**config.mk**
```make
export PLATFORM = sky130hd
export DESIGN_NAME = sram_ctrl
export DESIGN_NICKNAME = d
export VERILOG_FILES = /design/src/rtl/sram_ctrl_pkg.sv /design/src/rtl/sram_arb.sv /design/src/rtl/sram_ctrl.sv
export SDC_FILE = /design/constraint.sdc
export NUM_CORES = 1
export LEC_CHECK = 0
export ABC_AREA = 1
export CAP_MARGIN = 20
export CORE_MARGIN = 2
export CORE_UTILIZATION = 42
export CTS_BUF_LIST = sky130_fd_sc_hd__clkbuf_4 sky130_fd_sc_hd__clkbuf_8
export DETAILED_ROUTE_END_ITERATION = 12
export GPL_TIMING_DRIVEN = 1
export MAX_ROUTING_LAYER = met4
export PLACE_DENSITY = 0.84
export SYNTH_ARGS = -nofsm -noshare
export SYNTH_HDL_FRONTEND = slang
export SYNTH_SLANG_ARGS = --single-unit
```
**constraint.sdc**
```tcl
create_clock -name clk -period 1.83 [get_ports clk]
set_input_delay 0.366 -clock clk [delete_from_list [all_inputs] [get_ports clk]]
set_output_delay 0.366 -clock clk [all_outputs]
set_load 0.005 [all_outputs]
```
**src/rtl/sram_ctrl_pkg.sv**
```systemverilog
// -----------------------------------------------------------------------------
// sram_ctrl_pkg
//
// Shared definitions for the SRAM sequencing controller and the behavioural
// 64K x 16 SRAM it drives. Both sides import this package so that bus widths
// and wait-state counts cannot drift apart.
//
// Contents:
//   SRAM_AW / SRAM_DW      address and data width of the SRAM
//   DEF_RD_WAIT            strobe cycles for a read  (SRAM latches dout on 2nd edge)
//   DEF_WR_WAIT            strobe cycles for a write (SRAM commits on 3rd edge)
//   state_t                controller state encoding
//   cnt_width()            width of the wait-state counter
// -----------------------------------------------------------------------------
package sram_ctrl_pkg;

    localparam int SRAM_AW     = 16;
    localparam int SRAM_DW     = 16;
    localparam int DEF_RD_WAIT = 2;
    localparam int DEF_WR_WAIT = 3;

    // IDLE : waiting for a request, arbiter active
    // RD   : read strobes asserted, counting RD_WAIT cycles
    // CAP  : strobes released, SRAM output captured into the owner's rdata
    // WR   : write strobes asserted, counting WR_WAIT cycles
    // REC  : recovery cycle with strobes released after a write
    typedef enum logic [2:0] {
        ST_IDLE = 3'd0,
        ST_RD   = 3'd1,
        ST_CAP  = 3'd2,
        ST_WR   = 3'd3,
        ST_REC  = 3'd4
    } state_t;

    // Counter must be able to hold max(RD_WAIT, WR_WAIT); never narrower than 1.
    function automatic int cnt_width(input int rd_wait, input int wr_wait);
        int m;
        m = (rd_wait > wr_wait) ? rd_wait : wr_wait;
        if (m < 1) begin
            return 1;
        end
        return $clog2(m + 1);
    endfunction

endpackage

```
**src/rtl/sram_arb.sv**
```systemverilog
// -----------------------------------------------------------------------------
// sram_arb
//
// Two-requester arbiter for the SRAM controller.
//
// Ports:
//   clk       in   system clock
//   rst_n     in   synchronous active-low reset
//   a_req     in   port A request
//   b_req     in   port B request
//   rr        in   0 = fixed priority A over B, 1 = round-robin on contention
//   grant_en  in   controller is able to accept a transaction this cycle
//   grant     out  one-hot grant, bit 0 = A, bit 1 = B (zero when not enabled)
//   last_b    out  side granted most recently (0 = A, 1 = B)
//
// The grant is a combinational function of the requests and the registered
// pointer; the controller registers everything that leaves the block, so no
// request input reaches an SRAM pin without passing through a flop.
// last_b doubles as the transaction owner in the controller: it is updated on
// exactly the edge that starts a transaction and holds until the next grant.
// -----------------------------------------------------------------------------
module sram_arb (
    input  logic       clk,
    input  logic       rst_n,
    input  logic       a_req,
    input  logic       b_req,
    input  logic       rr,
    input  logic       grant_en,
    output logic [1:0] grant,
    output logic       last_b
);

    logic last_b_reg;
    logic [1:0] grant_next;

    always_comb begin
        grant_next = 2'b00;
        if (grant_en) begin
            if (a_req && b_req) begin
                // On contention round-robin hands the grant to whoever did not
                // win last time; fixed priority always favours A.
                if (rr && !last_b_reg) begin
                    grant_next = 2'b10;
                end else begin
                    grant_next = 2'b01;
                end
            end else if (a_req) begin
                grant_next = 2'b01;
            end else if (b_req) begin
                grant_next = 2'b10;
            end
        end
    end

    always_ff @(posedge clk) begin
        if (!rst_n) begin
            last_b_reg <= 1'b0;
        end else if (grant_next != 2'b00) begin
            last_b_reg <= grant_next[1];
        end
    end

    assign grant  = grant_next;
    assign last_b = last_b_reg;

endmodule

```
**src/rtl/sram_ctrl.sv**
```systemverilog
// -----------------------------------------------------------------------------
// sram_ctrl
//
// Sequencing controller and two-port arbiter in front of a 64K x 16
// asynchronous-style SRAM model with internal edge counters. One request is
// granted at a time; the controller holds the active-low strobes for exactly
// the number of cycles the SRAM needs and then releases them for at least one
// cycle so the SRAM's internal counter clears before the next access.
//
// Parameters:
//   AW, DW      address / data width (must match the SRAM)
//   RD_WAIT     strobe cycles for a read
//   WR_WAIT     strobe cycles for a write
//   RR          0 = fixed priority A over B, 1 = round-robin on contention
//
// Ports (port B mirrors port A):
//   clk, rst_n                 clock, synchronous active-low reset
//   a_req/a_we/a_addr/a_wdata  request, write flag, address, write data
//   a_ack                      one-cycle pulse: request accepted, inputs taken
//   a_rvalid                   one-cycle pulse: a_rdata valid
//   a_rdata                    read data, held until the next A read
//   sram_ce_n/oe_n/we_n        SRAM strobes (OE is low for writes as well)
//   sram_lb_n/ub_n             byte lanes, always enabled
//   sram_addr/sram_din         SRAM address / write data
//   sram_dout                  SRAM read data (registered inside the SRAM)
//   busy                       high whenever the controller is not IDLE
//
// Timing with defaults (T0 = edge that accepts a request):
//   read : strobes low T0..T2, capture at T3, next accept T4
//   write: strobes low T0..T3, recovery T3..T4, next accept T5
// -----------------------------------------------------------------------------
module sram_ctrl
    import sram_ctrl_pkg::*;
#(
    parameter int AW      = SRAM_AW,
    parameter int DW      = SRAM_DW,
    parameter int RD_WAIT = DEF_RD_WAIT,
    parameter int WR_WAIT = DEF_WR_WAIT,
    parameter int RR      = 0
) (
    input  logic          clk,
    input  logic          rst_n,

    input  logic          a_req,
    input  logic          a_we,
    input  logic [AW-1:0] a_addr,
    input  logic [DW-1:0] a_wdata,
    output logic          a_ack,
    output logic          a_rvalid,
    output logic [DW-1:0] a_rdata,

    input  logic          b_req,
    input  logic          b_we,
    input  logic [AW-1:0] b_addr,
    input  logic [DW-1:0] b_wdata,
    output logic          b_ack,
    output logic          b_rvalid,
    output logic [DW-1:0] b_rdata,

    output logic          sram_ce_n,
    output logic          sram_oe_n,
    output logic          sram_we_n,
    output logic          sram_lb_n,
    output logic          sram_ub_n,
    output logic [AW-1:0] sram_addr,
    output logic [DW-1:0] sram_din,
    input  logic [DW-1:0] sram_dout,

    output logic          busy
);

    localparam int CW = cnt_width(RD_WAIT, WR_WAIT);

    // Terminal counts: the counter starts at 0 on state entry, so the edge
    // that sees LAST is the one ending the final strobe cycle.
    localparam logic [CW-1:0] RD_LAST = CW'(RD_WAIT - 1);
    localparam logic [CW-1:0] WR_LAST = CW'(WR_WAIT - 1);

    state_t        state_reg;
    logic [CW-1:0] cnt_reg;

    logic          ce_n_reg;
    logic          oe_n_reg;
    logic          we_n_reg;
    logic [AW-1:0] addr_reg;
    logic [DW-1:0] din_reg;

    logic          a_ack_reg;
    logic          b_ack_reg;
    logic          a_rvalid_reg;
    logic          b_rvalid_reg;
    logic [DW-1:0] a_rdata_reg;
    logic [DW-1:0] b_rdata_reg;

    logic [1:0]    grant;
    logic          owner_b;
    logic          grant_en;

    logic          sel_we;
    logic [AW-1:0] sel_addr;
    logic [DW-1:0] sel_wdata;

    // ------------------------------------------------------------------
    // Arbitration: only consulted while IDLE. The arbiter's last-grant
    // pointer is also the owner of the transaction in flight.
    // ------------------------------------------------------------------
    assign grant_en = (state_reg == ST_IDLE);

    sram_arb u_arb (
        .clk      (clk),
        .rst_n    (rst_n),
        .a_req    (a_req),
        .b_req    (b_req),
        .rr       (RR != 0),
        .grant_en (grant_en),
        .grant    (grant),
        .last_b   (owner_b)
    );

    // Winner's request fields, captured on the accepting edge.
    always_comb begin
        sel_we    = a_we;
        sel_addr  = a_addr;
        sel_wdata = a_wdata;
        if (grant[1]) begin
            sel_we    = b_we;
            sel_addr  = b_addr;
            sel_wdata = b_wdata;
        end
    end

    // ------------------------------------------------------------------
    // Sequencer: state, wait counter, strobes and return datapath.
    // ------------------------------------------------------------------
    always_ff @(posedge clk) begin
        if (!rst_n) begin
            state_reg    <= ST_IDLE;
            cnt_reg      <= '0;
            ce_n_reg     <= 1'b1;
            oe_n_reg     <= 1'b1;
            we_n_reg     <= 1'b1;
            addr_reg     <= '0;
            din_reg      <= '0;
            a_ack_reg    <= 1'b0;
            b_ack_reg    <= 1'b0;
            a_rvalid_reg <= 1'b0;
            b_rvalid_reg <= 1'b0;
            a_rdata_reg  <= '0;
            b_rdata_reg  <= '0;
        end else begin
            // Handshake pulses last a single cycle.
            a_ack_reg    <= 1'b0;
            b_ack_reg    <= 1'b0;
            a_rvalid_reg <= 1'b0;
            b_rvalid_reg <= 1'b0;

            case (state_reg)
                ST_IDLE: begin
                    if (grant != 2'b00) begin
                        a_ack_reg <= grant[0];
                        b_ack_reg <= grant[1];
                        addr_reg  <= sel_addr;
                        din_reg   <= sel_wdata;
                        ce_n_reg  <= 1'b0;
                        oe_n_reg  <= 1'b0;
                        we_n_reg  <= ~sel_we;
                        cnt_reg   <= '0;
                        state_reg <= sel_we ? ST_WR : ST_RD;
                    end
                end

                ST_RD: begin
                    if (cnt_reg == RD_LAST) begin
                        ce_n_reg  <= 1'b1;
                        oe_n_reg  <= 1'b1;
                        cnt_reg   <= '0;
                        state_reg <= ST_CAP;
                    end else begin
                        cnt_reg <= cnt_reg + 1'b1;
                    end
                end

                ST_CAP: begin
                    // The SRAM latched its output on the last strobe edge;
                    // strobes stay high here, which also clears its counter.
                    if (owner_b) begin
                        b_rdata_reg  <= sram_dout;
                        b_rvalid_reg <= 1'b1;
                    end else begin
                        a_rdata_reg  <= sram_dout;
                        a_rvalid_reg <= 1'b1;
                    end
                    cnt_reg   <= '0;
                    state_reg <= ST_IDLE;
                end

                ST_WR: begin
                    if (cnt_reg == WR_LAST) begin
                        ce_n_reg  <= 1'b1;
                        oe_n_reg  <= 1'b1;
                        we_n_reg  <= 1'b1;
                        cnt_reg   <= '0;
                        state_reg <= ST_REC;
                    end else begin
                        cnt_reg <= cnt_reg + 1'b1;
                    end
                end

                ST_REC: begin
                    // Mandatory CE-high cycle; the SRAM would otherwise carry
                    // its edge count into the next access.
                    cnt_reg   <= '0;
                    state_reg <= ST_IDLE;
                end

                default: begin
                    ce_n_reg  <= 1'b1;
                    oe_n_reg  <= 1'b1;
                    we_n_reg  <= 1'b1;
                    cnt_reg   <= '0;
                    state_reg <= ST_IDLE;
                end
            endcase
        end
    end

    // ------------------------------------------------------------------
    // Outputs
    // ------------------------------------------------------------------
    assign sram_ce_n = ce_n_reg;
    assign sram_oe_n = oe_n_reg;
    assign sram_we_n = we_n_reg;
    assign sram_lb_n = 1'b0;
    assign sram_ub_n = 1'b0;
    assign sram_addr = addr_reg;
    assign sram_din  = din_reg;

    assign a_ack     = a_ack_reg;
    assign b_ack     = b_ack_reg;
    assign a_rvalid  = a_rvalid_reg;
    assign b_rvalid  = b_rvalid_reg;
    assign a_rdata   = a_rdata_reg;
    assign b_rdata   = b_rdata_reg;

    assign busy      = (state_reg != ST_IDLE);

endmodule

```
Yosys cells after proc, flatten, opt, wreduce, memory -nomap -nowiden --
Index checks and enable logic that the tools add are counted.
Word-level totals: logic and storage cells 65, register bits 76
Operators by class: bitwise gates (word level) 4, multiplexer cells 24, equal/unequal tests 9, reduce and logical (&&, ||, !) cells 14, $add $sub $neg 1
Operator list (number):
- $mux 16 | 2
- $mux 2 | 8
- $mux 3 | 3
- $pmux 3 s3 | 1
- $reduce_and 3->1 | 3
- $reduce_and 2->1 | 4
- $mux 1 | 7
- $eq 3x2->1 const B | 2
- $pmux 2 s3 | 1
- $ne 2x2->1 const B | 2
- $not 1->1 | 4
- $pmux 1 s4 | 1
- $reduce_and 4->1 | 1
- $eq 3x1->1 const B | 1
- $eq 3x3->1 const B | 1
- $logic_not 3->1 | 1
- $pmux 1 s3 | 1
- $reduce_bool 3->1 | 1
- $reduce_or 3->1 | 1
- $add 2x1->2 const B | 1
- $eq 2x1->1 const B | 1
- $eq 2x2->1 const B | 1
- $ne 2x1->1 const B | 1
- $reduce_bool 2->1 | 1
- other kinds (2) | 2

Depth between registers and ports, before layout --
depth after elaboration 8, mapped depth 9, gate-level depth less buffers 8

Cells and area by module --
From an unflattened synthesis, not the netlist that was laid out.
Second synthesis, totals: cell total of the unflattened synthesis 410, area, all modules 3195.6 µm²
Modules (own cells, without submodules):
- sram_ctrl | instances 1, sequential area each 1501.4 µm², area an instance 3114.2 µm², cells an instance 396
- sram_arb | instances 1, sequential area each 20.0 µm², area an instance 81.3 µm², cells an instance 14

Least setup slack after synthesis --
Ideal clock, no wire load.
kind register -> register, start reg state_reg[2], end reg a_rdata_reg[10], in the netlist a_rdata[10], arrival 1241 ps, required time 1711 ps, cell stages (with the launch flop) 8, clock period less this slack 1360 ps, setup slack 470 ps, library setup time 119 ps, cells stage by stage dfxtp_1 > nor2_4 > nand2_2 > or2_1 > clkbuf_2 > buf_6 > o21ai_0 > a21oi_1
Between the ends: cells in the longest elaborated chain, start to end 2
RTL lines:
- start, declared | RTL line sram_ctrl.sv:79 | state_t state_reg;
- start signal, assigned | RTL line sram_ctrl.sv:168 | state_reg <= sel_we ? ST_WR : ST_RD;
- $eq 3x2->1 | RTL line sram_ctrl.sv:157 | case (state_reg)
- $reduce_and 2->1 (no source line)
- end signal, assigned | RTL line sram_ctrl.sv:190 | a_rdata_reg <= sram_dout;
- end, declared | RTL line sram_ctrl.sv:92 | logic [DW-1:0] a_rdata_reg;
No other way between the ends. A chain may end at the register's enable or synchronous reset.

Final worst setup path --
start reg state_reg[1], end out busy
Between the ends: cells in the longest elaborated chain, start to end 1
RTL lines:
- $reduce_bool 3->1 | RTL line sram_ctrl.sv:245 | assign busy = (state_reg != ST_IDLE);
- end, declared | RTL line sram_ctrl.sv:69 | output logic busy
No other way between the ends.

==> metrics.md <==
| Metric | Value |
|---|---|
| Status | completed |
| FF-to-FF Start | state_reg[0] |
| Minimum clock period | 1.73 ns |
| Die H | 91.9 um |
| Via Count | 3510 |
| Setup slack, reg-to-reg | 0.30 ns |
| Final critical-path share of the clock period | 94.6% |
| Slew Limit Fails | 0 |
| Worst skew pair latency | 0.34 ns |
| Layout Nets | 710 |
| Cell area power density | 1080 nW/um2 |
| Clock transition at path regs | 0.08 ns |
| Drc violations | 0 |
| First-pass GRT wire length | 14700 um |
| PortBufs | 157 |
| Core area | 7610 um2 |
| Max rail drop VDD | 0.517 mV |
| Leading cell type in the layout, fill and taps excluded | clkdlybuf4s50_1 |
| Max_cap viols | 0 |
| Critical path arrival | 1.37 ns |
| Dominant cell type by area after synthesis | dfxtp_1 |
| Starting density of the core | 42.7% |
| Layout Skew | 0.0127 ns |
| H-tree Lvls | 3 |
| Share of cells above drive strength 1 | 7.47% |
| Post-synthesis sequential area ratio | 46.8% |
| TritonCTS clock tree | built |
| P&R area growth vs syn | 60.1% |
| Mapped Area | 3250 um2 |
| Number of global-route vias before repair | 3345 |
| Setup TNS | 0 ns |
| Max Clock Freq | 578 MHz |
| Yosys cell types | 28 |
| Die Footprint | 8450 um2 |
| Final hold vios | 0 |
| Grt ovf | 0 |
| I/O pins | 160 |
| Number of vias per cell | 4.80 |
| Gr usage total | 22.1% |
| Share of Yosys cell area claimed by the top area cell type | 46.8% |
| Cell count after synthesis | 467 |
| CP startpoint | state_reg[1] |
| Crit path kind | register to primary output |
| Drt pass-1 iters | 4 |
| Worst reg2reg endpoint | a_rdata[14] |
| CP cell instances | inv_2, nand2_4, clkdlybuf4s50_1 |
| Rows | 32 |
| Pin count of the biggest net entering global routing | 35 |
| Min Hold Slack | 0.426 ns |
| YS warnings | 0 |
| Width of the die | 91.9 um |
| Final core occ | 68.4% |
| Wirelength per Cell | 12.5 um |
| LEAKAGE | 2.21 nW |
| Final GP Congestion | 0.809 |
| Yosys reg bits | 76 |
| Setup violations, final | 0 |
| Num CTS Buffers | 9 |
| # clock sinks | 76 |
| Unrepaired setup endpoints after global routing | false |
| Critical path data required time | 1.46 ns |
| Synth area leaders | dfxtp_1 (47%), nand2_1 (13%), nor2_1 (8.8%) |
| Antenna violations before repair | 0 |
| Critical Path End | busy |
| Most frequent cells in the layout | clkdlybuf4s50_1 (156), nand2_1 (113), nor2_1 (76), dfxtp_1 (73), o21ai_0 (46) |
| Family with the most delay on the worst path | buffers and inverters |
| WP buf/inv | 2 |
| WP depth | 3 |
| Crit-path max cell delay | 0.49 ns |
| Max clock buf depth | 2 |
| Total Power | 5.60 mW |
| Half-perimeter wire length after placement | 6890 um |
| Crit-path slowest cell | clkdlybuf4s50_1 |
| Worst r2r path cells | 7 |
| Ant diodes | 0 |
| Antenna Nets Post-Route | 0 |
| Worst hold-check path type | primary input to register |
| WL final | 9120 um |
| Root buf cell | clkbuf_8 |
| Synth Area per Inst | 6.96 um2 |
| Worst-path maximum fanout | 6 |
| CP Launch Type | register |
| Critical Path Sink Type | primary output |
| Detailed router's first-iteration violation count | 148 |
==> layout make-up <==
type	count	area [um2]
repair buffers	174	1760
clock buffers	12	153
multi-input cells	316	1390
well taps	102	128
inverters	47	176
flip-flops and latches	76	1530
clock inverters	4	72.6
fillers	625	2410
==> what timing repair did <==
item,in CTS,in global routing
setup buffers,0,3
resized for setup,4,0
endpoints found under the setup margin,1,1
pin swaps,0,2
hold buffers,0,0
==> Yosys cell counts (all sizes together) <==
library cell,n
nor2,80
o211ai,1
conb,1
inv,47
a31oi,1
a21boi,1
o21ai,64
dfxtp,76
nor4,1
nand2,116
nand3,11
buf,19
or2,1
clkbuf,10
a21oi,35
nand4,1
o22ai,2
==> routing by layer <==
metal,track usage [%],share of wire (%),up-vias
li1,-,-,1773
met1,24.7,42,1568
met2,38.3,48,156
met3,6.24,8.4,13
met4,6.72,1.2,0
met5,-,0,-
==> power breakdown <==
part / internal [mW] / switching (mW) / leakage, nW / total (mW)
Sequential: 1.98 / 0.182 / 0.626 / 2.16
Combinational: 1.11 / 0.920 / 1.47 / 2.03
Clock: 0.834 / 0.580 / 0.113 / 1.41
==> logic make-up after synthesis <==
group / Yosys count / synth area share [%]
compound gates: 104 / 16.3
buf+inv: 76 / 10.6
flops: 76 / 46.8
other cells: 1 / 0.115
simple gates: 210 / 26.2
==> stage by stage <==
step           area, um2  cells  setup slack (ns)
5_1_grt             5200    731            0.0483
3_5_place_dp        4950    712          -0.00133
2_1_floorplan       3250    468             0.470
3_3_place_gp        4950    712            0.0454
6_report            5200    731            0.0987
4_1_cts             5180    728           0.00988
==> worst min-delay path by stage <==
stage	from	endpoint	cells after the start
after floorplan	b_rdata[10]	b_rdata[10]	2
after CTS	rst_n	sram_oe_n	2
after global routing	rst_n	sram_we_n	2
after detailed placement	a_rdata[5]	a_rdata[5]	2
after global placement	a_rdata[12]	a_rdata[12]	2
final	rst_n	sram_we_n	2
Power figures use the tool's default switching activity.
